`src/rtl/ext_code_pkg.sv`:
```
// Shared types and constants for the external code store loader.
package ext_code_pkg;

    localparam int NPAGE_DEF = 8;
    localparam int IDX_W     = 8;
    localparam int CODE_W    = 32;

    localparam logic [7:0] OP_NOP       = 8'h00;
    localparam logic [7:0] OP_SET_INDEX = 8'hA5;
    localparam logic [7:0] OP_SET_CODE  = 8'h5A;
    localparam logic [7:0] OP_BURST     = 8'hC3;

    typedef enum logic [3:0] {
        ST_IDLE,
        ST_GET_IDX,
        ST_GET_CNT,
        ST_GET_CODE,
        ST_IDX_SETUP,
        ST_IDX_PULSE,
        ST_IDX_HOLD,
        ST_CODE_SETUP,
        ST_CODE_PULSE,
        ST_CODE_HOLD,
        ST_DRAIN
    } state_t;

    typedef enum logic [1:0] {
        PH_IDLE,
        PH_SETUP,
        PH_PULSE,
        PH_HOLD
    } phase_t;

    // A burst is legal when the start page exists and the count fits below it.
    function automatic logic burst_ok(input logic [7:0] s, input logic [7:0] n, input int npage);
        return (int'(s) < npage) && (n != 8'd0) && (int'(n) <= int'(s) + 1);
    endfunction

endpackage

```
`src/rtl/ext_code_loader_if.sv`:
```
// Host byte stream plus the store-facing strobe/data bundle.
interface ext_code_loader_if;
    import ext_code_pkg::*;

    logic [7:0]        iByte;
    logic              iByteValid;
    logic              oByteReady;
    logic              iRun;
    logic              oSET_INDEX_FLAG;
    logic [IDX_W-1:0]  oSET_INDEX;
    logic              oSET_CODE_FLAG;
    logic [CODE_W-1:0] oSET_CODE;
    logic              oBusy;
    logic              oErr;

    modport master (
        output iByte, iByteValid, iRun,
        input  oByteReady, oSET_INDEX_FLAG, oSET_INDEX, oSET_CODE_FLAG, oSET_CODE, oBusy, oErr
    );

    modport slave (
        input  iByte, iByteValid, iRun,
        output oByteReady, oSET_INDEX_FLAG, oSET_INDEX, oSET_CODE_FLAG, oSET_CODE, oBusy, oErr
    );

endinterface

```
`src/rtl/ext_strobe_timer.sv`:
```
// Shared setup/pulse/hold sequencer producing a registered strobe for
// either the index or the code line, with per-phase completion pulses.
module ext_strobe_timer
    import ext_code_pkg::*;
#(
    parameter int SETUP_CYC = 2,
    parameter int PULSE_CYC = 4,
    parameter int HOLD_CYC  = 2
) (
    input  logic clk,
    input  logic rst,
    input  logic start_i,
    input  logic sel_code_i,
    output logic idx_strobe_o,
    output logic code_strobe_o,
    output logic setup_done_o,
    output logic pulse_done_o,
    output logic hold_done_o
);

    localparam int CNT_W = 16;

    phase_t             phase_q, phase_d;
    logic [CNT_W-1:0]   cnt_q, cnt_d;
    logic               sel_q, sel_d;
    logic               idx_strobe_q, idx_strobe_d;
    logic               code_strobe_q, code_strobe_d;
    logic [CNT_W-1:0]   limit;
    logic               phase_last;

    // Terminal count of the phase currently running.
    always_comb begin
        case (phase_q)
            PH_SETUP: limit = CNT_W'(SETUP_CYC - 1);
            PH_PULSE: limit = CNT_W'(PULSE_CYC - 1);
            PH_HOLD:  limit = CNT_W'(HOLD_CYC - 1);
            default:  limit = '0;
        endcase
    end

    assign phase_last   = (cnt_q == limit);
    assign setup_done_o = (phase_q == PH_SETUP) && phase_last;
    assign pulse_done_o = (phase_q == PH_PULSE) && phase_last;
    assign hold_done_o  = (phase_q == PH_HOLD)  && phase_last;

    // Phase advance; a start always restarts from SETUP and latches the target line.
    always_comb begin
        // NOTE: every next-state value gets a default first so no latch is inferred.
        phase_d = phase_q;
        cnt_d   = cnt_q + 1'b1;
        sel_d   = sel_q;
        if (phase_last) begin
            cnt_d = '0;
            case (phase_q)
                PH_SETUP: phase_d = PH_PULSE;
                PH_PULSE: phase_d = PH_HOLD;
                default:  phase_d = PH_IDLE;
            endcase
        end
        if (phase_q == PH_IDLE) begin
            cnt_d = '0;
        end
        if (start_i) begin
            phase_d = PH_SETUP;
            cnt_d   = '0;
            sel_d   = sel_code_i;
        end
        idx_strobe_d  = (phase_d == PH_PULSE) && !sel_d;
        code_strobe_d = (phase_d == PH_PULSE) &&  sel_d;
    end

    // Phase registers; strobes are flopped so the store sees clean edges.
    always_ff @(posedge clk or posedge rst) begin
        // NOTE: sequential state uses non-blocking assignments only.
        if (rst) begin
            phase_q       <= PH_IDLE;
            cnt_q         <= '0;
            sel_q         <= 1'b0;
            idx_strobe_q  <= 1'b0;
            code_strobe_q <= 1'b0;
        end else begin
            phase_q       <= phase_d;
            cnt_q         <= cnt_d;
            sel_q         <= sel_d;
            idx_strobe_q  <= idx_strobe_d;
            code_strobe_q <= code_strobe_d;
        end
    end

    assign idx_strobe_o  = idx_strobe_q;
    assign code_strobe_o = code_strobe_q;

endmodule

```
`src/rtl/ext_code_loader.sv`:
```
// Host command decoder feeding the external code store: parses SET_INDEX,
// SET_CODE and BURST commands and sequences timed index/code strobes.
module ext_code_loader
    import ext_code_pkg::*;
#(
    parameter int NPAGE       = NPAGE_DEF,
    parameter int SETUP_CYC   = 2,
    parameter int PULSE_CYC   = 4,
    parameter int HOLD_CYC    = 2,
    parameter int TIMEOUT_CYC = 1000000
) (
    input  logic              iClk,
    input  logic              iRst,
    ext_code_loader_if.slave  bus
);

    localparam int TO_W = $clog2(TIMEOUT_CYC + 1);

    state_t             state_q, state_d;
    logic               burst_q, burst_d;
    logic [1:0]         byte_cnt_q, byte_cnt_d;
    logic [7:0]         idx_q, idx_d;
    logic [7:0]         left_q, left_d;
    logic [9:0]         drain_q, drain_d;
    logic [23:0]        shift_q, shift_d;
    logic [IDX_W-1:0]   index_out_q, index_out_d;
    logic [CODE_W-1:0]  code_out_q, code_out_d;
    logic               err_q, err_d;
    logic [TO_W-1:0]    to_cnt_q, to_cnt_d;

    logic in_wait, ready, accept, timeout;
    logic timer_start, timer_sel_code;
    logic idx_strobe, code_strobe, setup_done, pulse_done, hold_done;

    ext_strobe_timer #(
        .SETUP_CYC (SETUP_CYC),
        .PULSE_CYC (PULSE_CYC),
        .HOLD_CYC  (HOLD_CYC)
    ) u_timer (
        .clk           (iClk),
        .rst           (iRst),
        .start_i       (timer_start),
        .sel_code_i    (timer_sel_code),
        .idx_strobe_o  (idx_strobe),
        .code_strobe_o (code_strobe),
        .setup_done_o  (setup_done),
        .pulse_done_o  (pulse_done),
        .hold_done_o   (hold_done)
    );

    assign in_wait = (state_q == ST_GET_IDX) || (state_q == ST_GET_CNT) ||
                     (state_q == ST_GET_CODE) || (state_q == ST_DRAIN);
    assign ready   = ((state_q == ST_IDLE) && !bus.iRun) || in_wait;
    assign accept  = ready && bus.iByteValid;

    // Command decode, burst bookkeeping and inter-byte timeout.
    always_comb begin
        state_d        = state_q;
        burst_d        = burst_q;
        byte_cnt_d     = byte_cnt_q;
        idx_d          = idx_q;
        left_d         = left_q;
        drain_d        = drain_q;
        shift_d        = shift_q;
        index_out_d    = index_out_q;
        code_out_d     = code_out_q;
        err_d          = err_q;
        to_cnt_d       = '0;
        timeout        = 1'b0;
        timer_start    = 1'b0;
        timer_sel_code = 1'b0;

        if (in_wait && !accept) begin
            if (to_cnt_q == TO_W'(TIMEOUT_CYC - 1)) begin
                timeout = 1'b1;
            end else begin
                to_cnt_d = to_cnt_q + 1'b1;
            end
        end

        case (state_q)
            ST_IDLE: begin
                if (accept) begin
                    case (bus.iByte)
                        OP_NOP:       err_d = 1'b0;
                        OP_SET_INDEX: begin burst_d = 1'b0; state_d = ST_GET_IDX; end
                        OP_SET_CODE:  begin burst_d = 1'b0; byte_cnt_d = '0; state_d = ST_GET_CODE; end
                        OP_BURST:     begin burst_d = 1'b1; state_d = ST_GET_IDX; end
                        default:      err_d = 1'b1;
                    endcase
                end
            end
            ST_GET_IDX: begin
                if (accept) begin
                    if (burst_q) begin
                        idx_d   = bus.iByte;
                        state_d = ST_GET_CNT;
                    end else if (int'(bus.iByte) < NPAGE) begin
                        index_out_d = bus.iByte;
                        timer_start = 1'b1;
                        state_d     = ST_IDX_SETUP;
                    end else begin
                        err_d   = 1'b1;
                        state_d = ST_IDLE;
                    end
                end
            end
            ST_GET_CNT: begin
                if (accept) begin
                    if (burst_ok(idx_q, bus.iByte, NPAGE)) begin
                        left_d     = bus.iByte;
                        byte_cnt_d = '0;
                        state_d    = ST_GET_CODE;
                    end else begin
                        // Swallow the payload the host will still send, keeping framing.
                        err_d   = 1'b1;
                        drain_d = {bus.iByte, 2'b00};
                        state_d = (bus.iByte == 8'd0) ? ST_IDLE : ST_DRAIN;
                    end
                end
            end
            ST_GET_CODE: begin
                if (accept) begin
                    if (byte_cnt_q == 2'd3) begin
                        code_out_d  = {shift_q, bus.iByte};
                        timer_start = 1'b1;
                        if (burst_q) begin
                            index_out_d = idx_q;
                            state_d     = ST_IDX_SETUP;
                        end else begin
                            timer_sel_code = 1'b1;
                            state_d        = ST_CODE_SETUP;
                        end
                    end else begin
                        shift_d    = {shift_q[15:0], bus.iByte};
                        byte_cnt_d = byte_cnt_q + 2'd1;
                    end
                end
            end
            ST_IDX_SETUP:  if (setup_done) state_d = ST_IDX_PULSE;
            ST_IDX_PULSE:  if (pulse_done) state_d = ST_IDX_HOLD;
            ST_IDX_HOLD: begin
                if (hold_done) begin
                    if (burst_q) begin
                        timer_start    = 1'b1;
                        timer_sel_code = 1'b1;
                        state_d        = ST_CODE_SETUP;
                    end else begin
                        state_d = ST_IDLE;
                    end
                end
            end
            ST_CODE_SETUP: if (setup_done) state_d = ST_CODE_PULSE;
            ST_CODE_PULSE: if (pulse_done) state_d = ST_CODE_HOLD;
            ST_CODE_HOLD: begin
                if (hold_done) begin
                    if (burst_q && (left_q > 8'd1)) begin
                        left_d     = left_q - 8'd1;
                        idx_d      = idx_q - 8'd1;
                        byte_cnt_d = '0;
                        state_d    = ST_GET_CODE;
                    end else begin
                        state_d = ST_IDLE;
                    end
                end
            end
            ST_DRAIN: begin
                if (accept) begin
                    drain_d = drain_q - 10'd1;
                    if (drain_q == 10'd1) state_d = ST_IDLE;
                end
            end
            default: state_d = ST_IDLE;
        endcase

        if (timeout) begin
            err_d   = 1'b1;
            state_d = ST_IDLE;
        end
    end

    // Loader state and output data registers.
    always_ff @(posedge iClk or posedge iRst) begin
        if (iRst) begin
            state_q     <= ST_IDLE;
            burst_q     <= 1'b0;
            byte_cnt_q  <= '0;
            idx_q       <= '0;
            left_q      <= '0;
            drain_q     <= '0;
            shift_q     <= '0;
            index_out_q <= '0;
            code_out_q  <= '0;
            err_q       <= 1'b0;
            to_cnt_q    <= '0;
        end else begin
            state_q     <= state_d;
            burst_q     <= burst_d;
            byte_cnt_q  <= byte_cnt_d;
            idx_q       <= idx_d;
            left_q      <= left_d;
            drain_q     <= drain_d;
            shift_q     <= shift_d;
            index_out_q <= index_out_d;
            code_out_q  <= code_out_d;
            err_q       <= err_d;
            to_cnt_q    <= to_cnt_d;
        end
    end

    assign bus.oByteReady      = ready;
    assign bus.oBusy           = (state_q != ST_IDLE);
    assign bus.oErr            = err_q;
    assign bus.oSET_INDEX      = index_out_q;
    assign bus.oSET_CODE       = code_out_q;
    assign bus.oSET_INDEX_FLAG = idx_strobe;
    assign bus.oSET_CODE_FLAG  = code_strobe;

endmodule

```
`src/flat_wrapper.sv`:
```
// flat-port wrapper written by rule: the top's interface ports become plain ports
module ext_code_loader_flat import ext_code_pkg::*;
#(
    parameter int NPAGE       = NPAGE_DEF,
    parameter int SETUP_CYC   = 2,
    parameter int PULSE_CYC   = 4,
    parameter int HOLD_CYC    = 2,
    parameter int TIMEOUT_CYC = 1000000
)
  (iClk, iRst, bus_iByte, bus_iByteValid, bus_iRun, bus_oByteReady, bus_oSET_INDEX_FLAG, bus_oSET_INDEX, bus_oSET_CODE_FLAG, bus_oSET_CODE, bus_oBusy, bus_oErr);
  ext_code_loader_if bus_i ();
  input  logic iClk;
  input  logic iRst;
  input wire logic [$bits(bus_i.iByte)-1:0] bus_iByte;
  input wire logic [$bits(bus_i.iByteValid)-1:0] bus_iByteValid;
  input wire logic [$bits(bus_i.iRun)-1:0] bus_iRun;
  output wire logic [$bits(bus_i.oByteReady)-1:0] bus_oByteReady;
  output wire logic [$bits(bus_i.oSET_INDEX_FLAG)-1:0] bus_oSET_INDEX_FLAG;
  output wire logic [$bits(bus_i.oSET_INDEX)-1:0] bus_oSET_INDEX;
  output wire logic [$bits(bus_i.oSET_CODE_FLAG)-1:0] bus_oSET_CODE_FLAG;
  output wire logic [$bits(bus_i.oSET_CODE)-1:0] bus_oSET_CODE;
  output wire logic [$bits(bus_i.oBusy)-1:0] bus_oBusy;
  output wire logic [$bits(bus_i.oErr)-1:0] bus_oErr;
  assign bus_i.iByte = bus_iByte;
  assign bus_i.iByteValid = bus_iByteValid;
  assign bus_i.iRun = bus_iRun;
  assign bus_oByteReady = bus_i.oByteReady;
  assign bus_oSET_INDEX_FLAG = bus_i.oSET_INDEX_FLAG;
  assign bus_oSET_INDEX = bus_i.oSET_INDEX;
  assign bus_oSET_CODE_FLAG = bus_i.oSET_CODE_FLAG;
  assign bus_oSET_CODE = bus_i.oSET_CODE;
  assign bus_oBusy = bus_i.oBusy;
  assign bus_oErr = bus_i.oErr;
  ext_code_loader #(.NPAGE(NPAGE), .SETUP_CYC(SETUP_CYC), .PULSE_CYC(PULSE_CYC), .HOLD_CYC(HOLD_CYC), .TIMEOUT_CYC(TIMEOUT_CYC)) u_core (.iClk(iClk), .iRst(iRst), .bus(bus_i));
endmodule
```
`config.mk`:
```
export PLATFORM = sky130hd
export DESIGN_NAME = ext_code_loader_flat
export DESIGN_NICKNAME = d
export VERILOG_FILES = /design/src/rtl/ext_code_pkg.sv /design/src/rtl/ext_code_loader_if.sv /design/src/rtl/ext_strobe_timer.sv /design/src/rtl/ext_code_loader.sv /design/src/flat_wrapper.sv
export SDC_FILE = /design/constraint.sdc
export NUM_CORES = 1
export LEC_CHECK = 0
export BUFFER_PORTS_ARGS = -buffer_cell sky130_fd_sc_hd__buf_4
export CAP_MARGIN = 10
export CORE_UTILIZATION = 50
export DETAILED_ROUTE_END_ITERATION = 10
export PLACE_DENSITY = 0.67
export SYNTH_ARGS = -nofsm -noshare
export SYNTH_HDL_FRONTEND = slang
export SYNTH_SLANG_ARGS = --single-unit
export TNS_END_PERCENT = 30
```
`constraint.sdc`:
```
create_clock -name iClk -period 5.6 [get_ports iClk]
set_input_delay 0.84 -clock iClk [delete_from_list [all_inputs] [get_ports iClk]]
set_output_delay 0.84 -clock iClk [all_outputs]
set_load 0.005 [all_outputs]
```
# Word level (Yosys, flattened, before mapping)
# Cells that the tools add are included.
dict set report classes {
  n_addsub 7
  n_lt_le_gt_ge 4
  eq_ne 55
  mux 87
  bitwise 1
  n_reduce_logical 44
}
# operator count
set ops {}
lappend ops {{$mux W8} 14}
lappend ops {{$mux W4} 17}
lappend ops {{$mux W16} 3}
lappend ops {{$pmux W8 S2} 3}
lappend ops {{$pmux W4 S11} 1}
lappend ops {{$mux W20} 2}
lappend ops {{$ne A3 B1 Y1 const B} 11}
lappend ops {{$le A9 B32 Y1} 1}
lappend ops {{$mux W10} 3}
lappend ops {{$mux W2} 12}
lappend ops {{$add A20 B1 Y20 const B} 1}
lappend ops {{$eq A20 B20 Y1 const B} 1}
lappend ops {{$mux W1} 20}
lappend ops {{$pmux W10 S2} 1}
lappend ops {{$ne A2 B1 Y1 const B} 9}
lappend ops {{$add A16 B1 Y16 const B} 1}
lappend ops {{$eq A16 B2 Y1} 1}
lappend ops {{$eq A4 B3 Y1 const B} 4}
lappend ops {{$eq A8 B8 Y1 const B} 2}
lappend ops {{$lt A8 B4 Y1 const B} 2}
lappend ops {{$sub A8 B1 Y8 const B} 2}
lappend ops {{$ne A3 B2 Y1 const B} 5}
lappend ops {{$ne A2 B2 Y1 const B} 7}
lappend ops {{$reduce_and A14 Y1} 1}
lappend ops {{other kinds (37)} 74}
dict set report word_totals {
  ff_bits 139
  inputBits 12
  output_inout_bits 45
  elab_cells 214
}

# Logic depth before layout (Yosys ltp)
# Gate-level depths: netlist of run 1.
dict set report depth {
  depth_word 11
  depth_mapped 13
  depth_no_buf 11
}

# By module
# Synthesis of run 1 repeated with hierarchy kept, for this count alone.
dict set report hier_totals {
  hier_cells 755
  hier_area_um2 7529.7
}
# module instances cells_per_inst area_each_um2 seq_area_each_um2
set modules_own_cells {}
lappend modules_own_cells {ext_code_loader 1 639 6419.9 2952.8}
lappend modules_own_cells {ext_strobe_timer 1 116 1109.8 525.5}

# Least setup slack after synthesis of run 1
# OpenSTA, ideal clock, no wires.
dict set report synth_timing {
  kind {reg-to-reg}
  start {register u_core.idx_q[4]}
  end {register u_core.err_q (netlist: u_core.bus.oErr)}
  setup_time_ns 0.136
  arrival_ns 2.728
  required_ns 5.464
  slack_ns 2.736
  path_stages_with_launch 13
  n_path_buf 1
  synth_period_minus_slack_ns 2.864
  cell_sequence {dfrtp_1 -> buf_6 -> and3_1 -> nand3_1 -> or2_2 -> xor2_1 -> ha_1 -> nand4_1 -> nor2_1 -> nor2_1 -> or4b_2 -> a21oi_1 -> o21ai_0}
}
dict set report synth_via {
  elab_chain_cells 5
  word_cells_on_any_way 7
  cone_classes {add/sub (1); order compare (2); eq/ne (1); reduce/logical (3)}
}
# element line
set synth_lines {}
lappend synth_lines {{from (decl)} ext_code_loader.sv:22} ;# logic [7:0] idx_q, idx_d;
lappend synth_lines {{from (signal assigned)} ext_code_loader.sv:200} ;# idx_q <= idx_d;
lappend synth_lines {{$add A8 B1 Y9 / $lt A8 B4 Y1 (equally long branches)} ext_code_pkg.sv:36} ;# return (int'(s) < npage) && (n != 8'd0) && (int'(n) <= int'(s) + 1);
lappend synth_lines {{$le A9 B32 Y1 / $logic_and A1 B1 Y1 (equally long branches)} ext_code_pkg.sv:36}
lappend synth_lines {{$logic_and A1 B1 Y1 *} ext_code_pkg.sv:36}
lappend synth_lines {{$ne A3 B2 Y1 (no line) *} -}
lappend synth_lines {{$reduce_and A8 Y1 (no line) *} -}
lappend synth_lines {{to (signal assigned)} ext_code_loader.sv:206} ;# err_q <= err_d;
lappend synth_lines {{to (decl)} ext_code_loader.sv:28} ;# logic err_q, err_d;
# Mark *: on every way between the ends. The rest lies on a longest branch, timed or not.
# A chain may end at the register's enable or synchronous reset.

# Worst setup path in the final report of run 1
dict set report layout_timing {
  start {register u_core.idx_q[4]}
  end {register u_core.drain_q[8]}
}
dict set report layout_via {
  elab_chain_cells 5
  word_cells_on_any_way 7
  cone_classes {add/sub (1); order compare (2); eq/ne (1); reduce/logical (3)}
}
# element line
set layout_lines {}
lappend layout_lines {{$add A8 B1 Y9 / $lt A8 B4 Y1 (equally long branches)} ext_code_pkg.sv:36}
lappend layout_lines {{$le A9 B32 Y1 / $logic_and A1 B1 Y1 (equally long branches)} ext_code_pkg.sv:36}
lappend layout_lines {{$logic_and A1 B1 Y1 *} ext_code_pkg.sv:36}
lappend layout_lines {{$ne A2 B2 Y1 (no line) *} -}
lappend layout_lines {{$reduce_and A4 Y1 (no line) *} -}
lappend layout_lines {{to (signal assigned)} ext_code_loader.sv:202} ;# drain_q <= drain_d;
lappend layout_lines {{to (decl)} ext_code_loader.sv:24} ;# logic [9:0] drain_q, drain_d;
# Marks and branches as above.

==> results.md, run 1 <==
* Outcome: finished clean
* Die Y at 124 um
* Crit path from: u_core.idx_q[4]$_DFFE_PP0P_
* Routed wire per std cell at 17.8 um
* Max Transition Viols Final at 0
* Fin Setup TNS at 0 ns
* Area of the mapped netlist at 0.00749 mm^2
* Clock Sinks at 139
* Cell depth of the worst flop-to-flop path at 12
* Max incr delay on CP at 0.51 ns
* Total Routing Usage GR at 23.8%
* Worst-path clk slew at 0.06 ns
* Final worst path period share at 61.2%
* Mapped Avg Cell Area at 10.2 um^2
* CP Data Required Time at 5.88 ns
* Critical Path AT at 3.71 ns
* Distinct cells, synth at 77
* Sw power at 1.30 mW
* Buffers inserted by post-CTS timing repair at 0
* Final critical-path required period at 3.43 ns
* # fillers at 1222
* First-pass GRT wire length at 29500 um
* Reg2Reg Capture Point: u_core.drain_q[8]$_DFFE_PP0P_
* Synthesized Nets at 770
* CP top delay family: simple AND/OR/NAND/NOR gates
* Max Cap Viol at 0
* Critical Path Fanout Max at 11
* Share of layout cells above drive strength 1 at 22.2%
* Met1 Use GR at 31.2%
* Initial DRC Count at 281
* Clk buf depth at 2
* Post-synth EDFFs at 0
* Switch share at 35.9%
* Gr busiest metal: met2
* PortBufs at 56
* Worst path most repeated cell: nor2_1
* Startpoint Class: flop
* Initial antenna violation count at 0
* Clk pwr share at 30.6%
* DRT Wirelength at 17400 um
* Via count at 5782
* H-tree depth at 4
* Main area contributors after synthesis: dfrtp_1 46%, mux2_2 8.3%, nor2_1 3.9%
* # rows at 44
* Max-Slew Margin vs Limit at 29.7%
* Vias in the first global route at 5875
* Buffers and inverters on the worst path at 1
* Grt total ovfl at 0
* Root buf cell: clkbuf_16
* Die area at 0.0155 mm^2
* #FFs+latches synth at 139
* Comb pwr share at 30.0%
* R2R Path Start: u_core.idx_q[4]$_DFFE_PP0P_
* Ant diodes at 0
* Peak VDD IR at 0.232 mV
* # IOs at 57
* Pin count of the biggest net entering global routing at 83
* Detail Route Antenna Nets at 0
* Hpwl dp at 11700 um
* CTS tree: yes
* RSZ-0062 raised after global routing: false
* Worst-margin pin slew at 1.05 ns
* Gate count of the mapped netlist at 737
* Clock latency on the worst-skew pair at 0.43 ns
* Power share of the sequential group at 39.4%
* Worst slack at placement at 2.21 ns
* Share of the synthesized area in the top cell type at 46.4%
* Core Box Area at 0.0146 mm^2
* Worst-path cell chain: and3_1 > nand3_1 > or2_2 > xor2_1 > ha_1 > nand4_1 > nor2_1 > a211oi_1 > nor4b_2 > buf_4 > nor2_1 > a2bb2oi_1
* Die span in x at 124 um
* Cell leakage power at 3.97 nW
* Setup Skew at 0.0127 ns
* Syn-to-layout area delta at 14.6%
* Synth async-reset ratio at 100%
* Inserted Clock Buffers at 17
* Fmax at 0.292 GHz
* Setup Crit Path Kind: reg -> reg
* Crit path capture type: flop
* Crit. path cell count at 12
* Synth Warn # at 0
* NumNets Final at 813
* Pwr Density at 422 mW/mm^2
* Final setup violation count at 0
* Reg2reg setup slack at 2.17 ns
* DRC at 0
* Int Pwr at 2.32 mW
* Final worst slack at 2.17 ns
* Avg Vias per Cell at 5.92
* Synth area leader: dfrtp_1
* HP Class: reg -> reg
* Fin. Hold Viols at 0
* Cts hold-fix bufs at 0
* Critical path's slowest cell: a211oi_1
* Post_cts resized at 0
* GR Util met2 at 38.9%
* TritonRoute pass-1 iters at 4
* Met3 usage at 4.12%
* Initial Util at 51.4%
* Critical path destination: u_core.drain_q[8]$_DFFE_PP0P_
* Placer's final routability congestion estimate at 0.878
* Register area share after synthesis at 46.4%
* Main synth FF type: dfrtp_1
power by group through the flow:
stage	Sequential, mW	Combinational, mW	Clock [mW]
2_1_floorplan	1.34	0.893	0
3_3_place_gp	1.42	1.05	0
3_5_place_dp	1.44	1.08	0
4_1_cts	1.42	1.09	1.13
5_1_grt	1.46	1.21	1.17
6_report	1.43	1.09	1.11
per-stage QoR:
step           instance area (um^2)  util (%)  power, mW  instances  hold slack, ns
5_1_grt                        8590      58.9       3.84        977           0.519
2_1_floorplan                  7490         -       2.23        737           0.446
6_report                       8590      58.9       3.63        977           0.489
3_5_place_dp                   8010      54.9       2.52        945           0.475
4_1_cts                        8590      58.9       3.64        977           0.491
3_3_place_gp                   8010      54.9       2.47        945           0.464
flip-flops by register name, indices dropped and copies added, names as in the netlist, 2 cells and up:
signal                  flops
u_core.bus.oSET_CODE       32
u_core.shift_q             24
u_core.to_cnt_q            20
u_core.u_timer.cnt_q       16
u_core.drain_q             10
u_core.bus.oSET_INDEX       8
u_core.idx_q                8
u_core.left_q               8
u_core.state_q              4
u_core.byte_cnt_q           2
u_core.u_timer.phase_q      2
synth_stat cells (3+ instances only):
cell,count
nor2b_1,9
nand4_1,11
dfrtp_1,139
a21o_1,4
o211ai_1,5
o211a_1,3
o22a_1,6
nand3_1,22
or2_2,3
mux2i_1,16
nor2_1,78
a21oi_1,32
clkbuf_1,14
buf_1,3
nor3_1,16
nor4_2,4
a2bb2oi_1,9
buf_2,15
nand2_1,56
xor2_1,24
xnor2_1,14
o22ai_1,3
a31oi_1,4
inv_1,18
buf_4,4
mux2_2,55
o21ai_1,6
o21ai_0,36
ha_1,21
and2_1,4
and3_1,22
nand2b_1,4
mux2_1,3
nor4_1,10
o31ai_1,3
a211oi_1,3
or4_1,4
or3_1,6
cell families (layout without fill, tap and decap cells):
| group | count (synthesis) | count (layout) | synth area share, % |
|---|---|---|---|
| multiplexers | 75 | 75 | 11.1 |
| adder cells (fa/ha/maj) | 21 | 21 | 3.51 |
| AO/OA/AOI/OAI | 135 | 135 | 11.8 |
| buffers and inverters | 56 | 112 | 3.37 |
| AND/OR/NAND/NOR | 273 | 273 | 19.5 |
| flip-flops | 139 | 139 | 46.4 |
| XOR/XNOR | 38 | 38 | 4.44 |
placed cells by master, fill, tap and decap left out, types with 4 or more instances in the layout:
cell type  Yosys  routed
dfrtp_1      139     139
nor2_1        78      78
buf_4          4      62
nand2_1       56      56
mux2_2        55      55
o21ai_0       36      36
a21oi_1       32      32
xor2_1        24      24
and3_1        22      22
nand3_1       22      22
ha_1          21      21
inv_1         18      17
clkbuf_16      0      17
nor3_1        16      16
mux2i_1       16      16
xnor2_1       14      14
nand4_1       11      11
nor4_1        10      10
nor2b_1        9       9
a2bb2oi_1      9       9
o21ai_1        6       6
or3_1          6       6
o22a_1         6       6
o211ai_1       5       5
inv_6          0       5
clkinv_4       0       5
nand2b_1       4       4
or4_1          4       4
nor4_2         4       4
a31oi_1        4       4
a21o_1         4       4
and2_1         4       4
metal layers:
metal	vias up	share of wire, %
met5	-	0
met2	120	49
li1	2758	-
met4	0	1.3
met3	23	3.6
met1	2881	46
how the worst min path moves through the flow:
stage / to / slack [ns] / cells past startpoint / start
after floorplan: u_core.to_cnt_q[0]$_DFF_PP0_ / 0.45 / 1 / u_core.to_cnt_q[0]$_DFF_PP0_
after CTS: u_core.bus.oSET_INDEX[5]$_DFFE_PP0P_ / 0.49 / 2 / u_core.bus.oSET_INDEX[5]$_DFFE_PP0P_
after detailed placement: u_core.bus.oSET_INDEX[3]$_DFFE_PP0P_ / 0.48 / 2 / u_core.bus.oSET_INDEX[3]$_DFFE_PP0P_
final: u_core.bus.oSET_INDEX[5]$_DFFE_PP0P_ / 0.49 / 2 / u_core.bus.oSET_INDEX[5]$_DFFE_PP0P_
after global placement: u_core.shift_q[16]$_DFFE_PP0P_ / 0.46 / 1 / u_core.shift_q[16]$_DFFE_PP0P_
after global routing: u_core.shift_q[23]$_DFFE_PP0P_ / 0.52 / 1 / u_core.shift_q[23]$_DFFE_PP0P_
final cells by class:
cell class	instances	area, um^2	share of cell area (%)
Timing Repair Buffer	62	465	5.42
Multi-Input combinational cell	542	3760	43.8
Clock buffer	17	425	4.95
Inverter	18	72.6	0.845
Sequential cell	139	3480	40.5
Tap cell	184	230	2.68
Clock inverter	15	155	1.81
worst reg2reg max path, cell delays in order (launching register included):
cell and delay [ns]:
dfrtp_1 0.49, and3_1 0.19, nand3_1 0.11, or2_2 0.33, xor2_1 0.15, ha_1 0.32, nand4_1 0.15, nor2_1 0.09
a211oi_1 0.51, nor4b_2 0.12, buf_4 0.21, nor2_1 0.48, a2bb2oi_1 0.13
Note: power is estimated with default switching activity, not from simulation.
==> run 2, diff against run 1 <==
--- a/config.mk
+++ b/config.mk
@@ -5,11 +5,12 @@
 export SDC_FILE = /design/constraint.sdc
 export NUM_CORES = 1
 export LEC_CHECK = 0
+export ABC_AREA = 1
 export BUFFER_PORTS_ARGS = -buffer_cell sky130_fd_sc_hd__buf_4
 export CAP_MARGIN = 10
 export CORE_UTILIZATION = 50
 export DETAILED_ROUTE_END_ITERATION = 10
-export PLACE_DENSITY = 0.67
+export PLACE_DENSITY = 0.7
 export SYNTH_ARGS = -nofsm -noshare
 export SYNTH_HDL_FRONTEND = slang
 export SYNTH_SLANG_ARGS = --single-unit
==> constraint.sdc (replaced) <==
create_clock -name iClk -period 3.09 [get_ports iClk]
set_input_delay 0.4635 -clock iClk [delete_from_list [all_inputs] [get_ports iClk]]
set_output_delay 0.4635 -clock iClk [all_outputs]
set_load 0.005 [all_outputs]
==> run 2 against run 1 <==
  * The flow now finishes with violations (design-rule violations)
  * Synthesized area up 1.7%
  * Power grew 83%
  * Synthesized cell count up 36%
  * Sequential cell count unchanged
  * Cell area grew 3.5%
  * Worst hold slack worse by 0.34 ns
  * Die area rose by 1.6%
  * Critical path depth rose by 5
  * Critical endpoint is now u_core.drain_q[2]$_DFFE_PP0P_
==> results.md, run 2 <==
* Final critical-path required period at 2.76 ns (-0.670 ns)
* Cell leakage power at 4.43 nW (+12%)
* DRC at 6 (+6)
* Die span in x at 125 um (+0.82%)
* Cts hold-fix bufs at 0 (unchanged)
* Max FFs per register at 32 (unchanged)
* #FFs+latches synth at 139 (unchanged)
* Share of layout cells above drive strength 1 at 11.8% (-10 points)
* Total Routing Usage GR at 22.9% (-0.85 points)
* Final worst slack at 0.334 ns (-1.84 ns)
* Vias in the first global route at 6097 (+3.8%)
* TritonRoute pass-1 iters at 8 (+4)
* Peak VDD IR at 0.436 mV (+88%)
* Fmax at 0.363 GHz (+24%)
* Failing checks: design-rule violations
* Startpoint Class: flop
* Final worst path period share at 89.2% (+28 points)
* Worst-path clk slew at 0.07 ns (about the same)
* Crit path capture type: flop
* Share of the synthesized area in the top cell type at 45.6% (-0.76 points)
* Max Transition Viols Final at 0 (unchanged)
* Detail Route Antenna Nets at 0 (unchanged)
* DRT Wirelength at 16800 um (-3.2%)
* Critical Path AT at 3.10 ns (-0.61 ns)
* # rows at 44 (unchanged)
* Worst slack at placement at 0.228 ns (-1.98 ns)
* Gate count of the mapped netlist at 1005 (+36%)
* Setup Crit Path Kind: reg -> reg
* HP Class: in -> async
* Initial Util at 51.8% (+0.47 points)
* Synth cell count leaders: 284 x nand2_1, 139 x dfrtp_1, 125 x inv_1
* First-pass GRT wire length at 28900 um (-2.2%)
* Pin count of the biggest net entering global routing at 57 (-31%)
* Hpwl dp at 11900 um (+1.6%)
* CTS tree: yes
* Max-Slew Margin vs Limit at 41.7% (+12 points)
* H-tree depth at 4 (unchanged)
* # IOs at 57 (unchanged)
* CP Data Required Time at 3.44 ns (-2.44 ns)
* Area of the mapped netlist at 0.00762 mm^2 (+1.7%)
* Critical Path Fanout Max at 19 (+8)
* Multi-input logic area at 0.00356 mm^2 (-5.4%)
* PortBufs at 56 (unchanged)
* Avg Vias per Cell at 5.15 (-13%)
* Via count at 6522 (+13%)
* Pwr Density at 744 mW/mm^2 (+76%)
* Mapped Avg Cell Area at 7.58 um^2 (-25%)
* RSZ-0062 raised after global routing: false
* Max Cap Viol at 0 (unchanged)
* Main area contributors after synthesis: dfrtp_1 46%, nand2_1 14%, o21ai_0 6.8%
* Most frequent cells in the layout: 283 x nand2_1, 139 x dfrtp_1, 124 x inv_1
* Setup Skew at 0.0112 ns (-0.00141 ns)
* Main synth FF type: dfrtp_1
* # fillers at 1341 (+9.7%)
* Clk buf depth at 2 (unchanged)
* Synth Warn # at 0 (unchanged)
* Initial antenna violation count at 0 (unchanged)
* Die Y at 125 um (+0.82%)
* Synth async-reset ratio at 100% (unchanged)
* Placer's final routability congestion estimate at 0.929 (+5.8%)
* Root buf cell: clkbuf_16
* Grt total ovfl at 0 (unchanged)
* Overall Power at 6.62 mW (+83%)
* Fin Setup TNS at 0 ns (unchanged)
* Syn-to-layout area delta at 16.7%
* Post-synth EDFFs at 0 (unchanged)
* Top-count cell post-synth: nand2_1
* Fin. Hold Viols at 0 (unchanged)
* Clock latency on the worst-skew pair at 0.43 ns (about the same)
* Synthesized Nets at 1038 (+35%)
* Most common cell after layout, fill and taps aside: nand2_1
* Die area at 0.0157 mm^2 (+1.6%)
* Inserted Clock Buffers at 17 (unchanged)
* Initial DRC Count at 444 (+58%)
* Ant diodes at 0 (unchanged)
* Routed wire per std cell at 13.3 um (-25%)
* Clock Sinks at 139 (unchanged)
* Core Box Area at 0.0147 mm^2 (+0.75%)
* Final setup violation count at 0 (unchanged)
* Register area share after synthesis at 45.6% (-0.76 points)
* NumNets Final at 1102 (+36%)
* Reg area at 0.00348 mm^2 (unchanged)
* Outcome: finished, violations left
* Distinct cells, synth at 44 (-43%)
* Synth area leader: dfrtp_1
* Worst-margin pin slew at 0.869 ns (-0.178 ns)
run 2: cell count changes after synthesis, sizes merged, moves of 12 or more:
cell and delta:
nor2 +48, mux2 -51, mux2i -16, nand2 +231
nand3 +18, inv +109, and3 -21, nor3 +12
o21ai +61
run 2: layout make-up:
type	instances	share of cell area, %
multi-input combinational	718	40.1
sequential	139	39.1
timing repair buffer	66	5.85
inverter	127	5.40
clock buffer	17	4.78
tap	184	2.59
clock inverter	15	2.20
run 2: report_power, final:
part / total (mW) / internal (mW) / leakage (nW) / switching (mW)
Combinational: 2.04 / 0.718 / 2.29 / 1.32
Clock: 2.14 / 1.24 / 0.303 / 0.901
Sequential: 2.44 / 2.18 / 1.84 / 0.262
Total: 6.62 / 4.14 / 4.43 / 2.48
run 2: worst paths after layout:
| check | from | depth (start not counted) | slack [ns] | endpoint |
|---|---|---|---|---|
| max reg2reg | u_core.idx_q[0]$_DFFE_PP0P_ | 17 | 0.33 | u_core.drain_q[2]$_DFFE_PP0P_ |
| min in group iClk | bus_iByte[5] | 3 | 0.38 | u_core.idx_q[5]$_DFFE_PP0P_ |
| max in group asynchronous | iRst | 3 | 2.21 | u_core.bus.oSET_INDEX[3]$_DFFE_PP0P_ |
| min reg2reg | u_core.to_cnt_q[0]$_DFF_PP0_ | 1 | 0.45 | u_core.to_cnt_q[0]$_DFF_PP0_ |
| min | iRst | 2 | 0.15 | u_core.to_cnt_q[13]$_DFF_PP0_ |
| max | u_core.idx_q[0]$_DFFE_PP0P_ | 17 | 0.33 | u_core.drain_q[2]$_DFFE_PP0P_ |
run 2: worst max-delay path: stages (launching register included):
cell	delay, ns
dfrtp_1	0.37
inv_1	0.13
nor3_2	0.24
nand2_1	0.12
nor3_1	0.20
xor2_1	0.17
inv_1	0.06
ha_1	0.28
nand2_1	0.07
nor2_1	0.14
nand4_1	0.09
nand2_1	0.06
inv_1	0.04
nand2_1	0.07
nand3_1	0.12
nand2_2	0.30
nor2_1	0.07
a21oi_1	0.14
run 2: stage by stage:
step                cells  cell area, um^2  utilization [%]  hold WS (ns)
global route         1266             8890             60.5         0.203
global placement     1233             8250             56.2         0.440
CTS                  1265             8870             60.4         0.168
detailed placement   1233             8250             56.2         0.450
finish               1266             8890             60.5         0.153
floorplan            1005             7620                -         0.424
run 2: what timing repair did:
action                                  4_1_cts  5_1_grt
endpoints found under the setup margin        0        9
gates resized for setup                       0        2
hold endpoints to repair                      0        0
buffers inserted                              0        1
run 2: kinds of logic (layout without fill, tap and decap cells):
group / after synthesis / in the layout / share of synthesized area (%)
flip-flops: 139 / 139 / 45.6
buffers and inverters: 148 / 225 / 7.77
AND/OR/NAND/NOR: 520 / 520 / 28.9
AO/OA/AOI/OAI: 141 / 141 / 9.80
adder cells (fa/ha/maj): 21 / 21 / 3.45
multiplexers: 8 / 8 / 1.18
XOR/XNOR: 28 / 28 / 3.22
run 2: per-layer routing:
metal | wire (um) | track usage (%) | vias to the layer above
met1 | 8050 | 31.5 | 3010
met5 | 0 | 0 | -
li1 | - | - | 3353
met4 | 372 | 9.40 | 0
met2 | 7850 | 35.8 | 129
met3 | 541 | 4.24 | 30
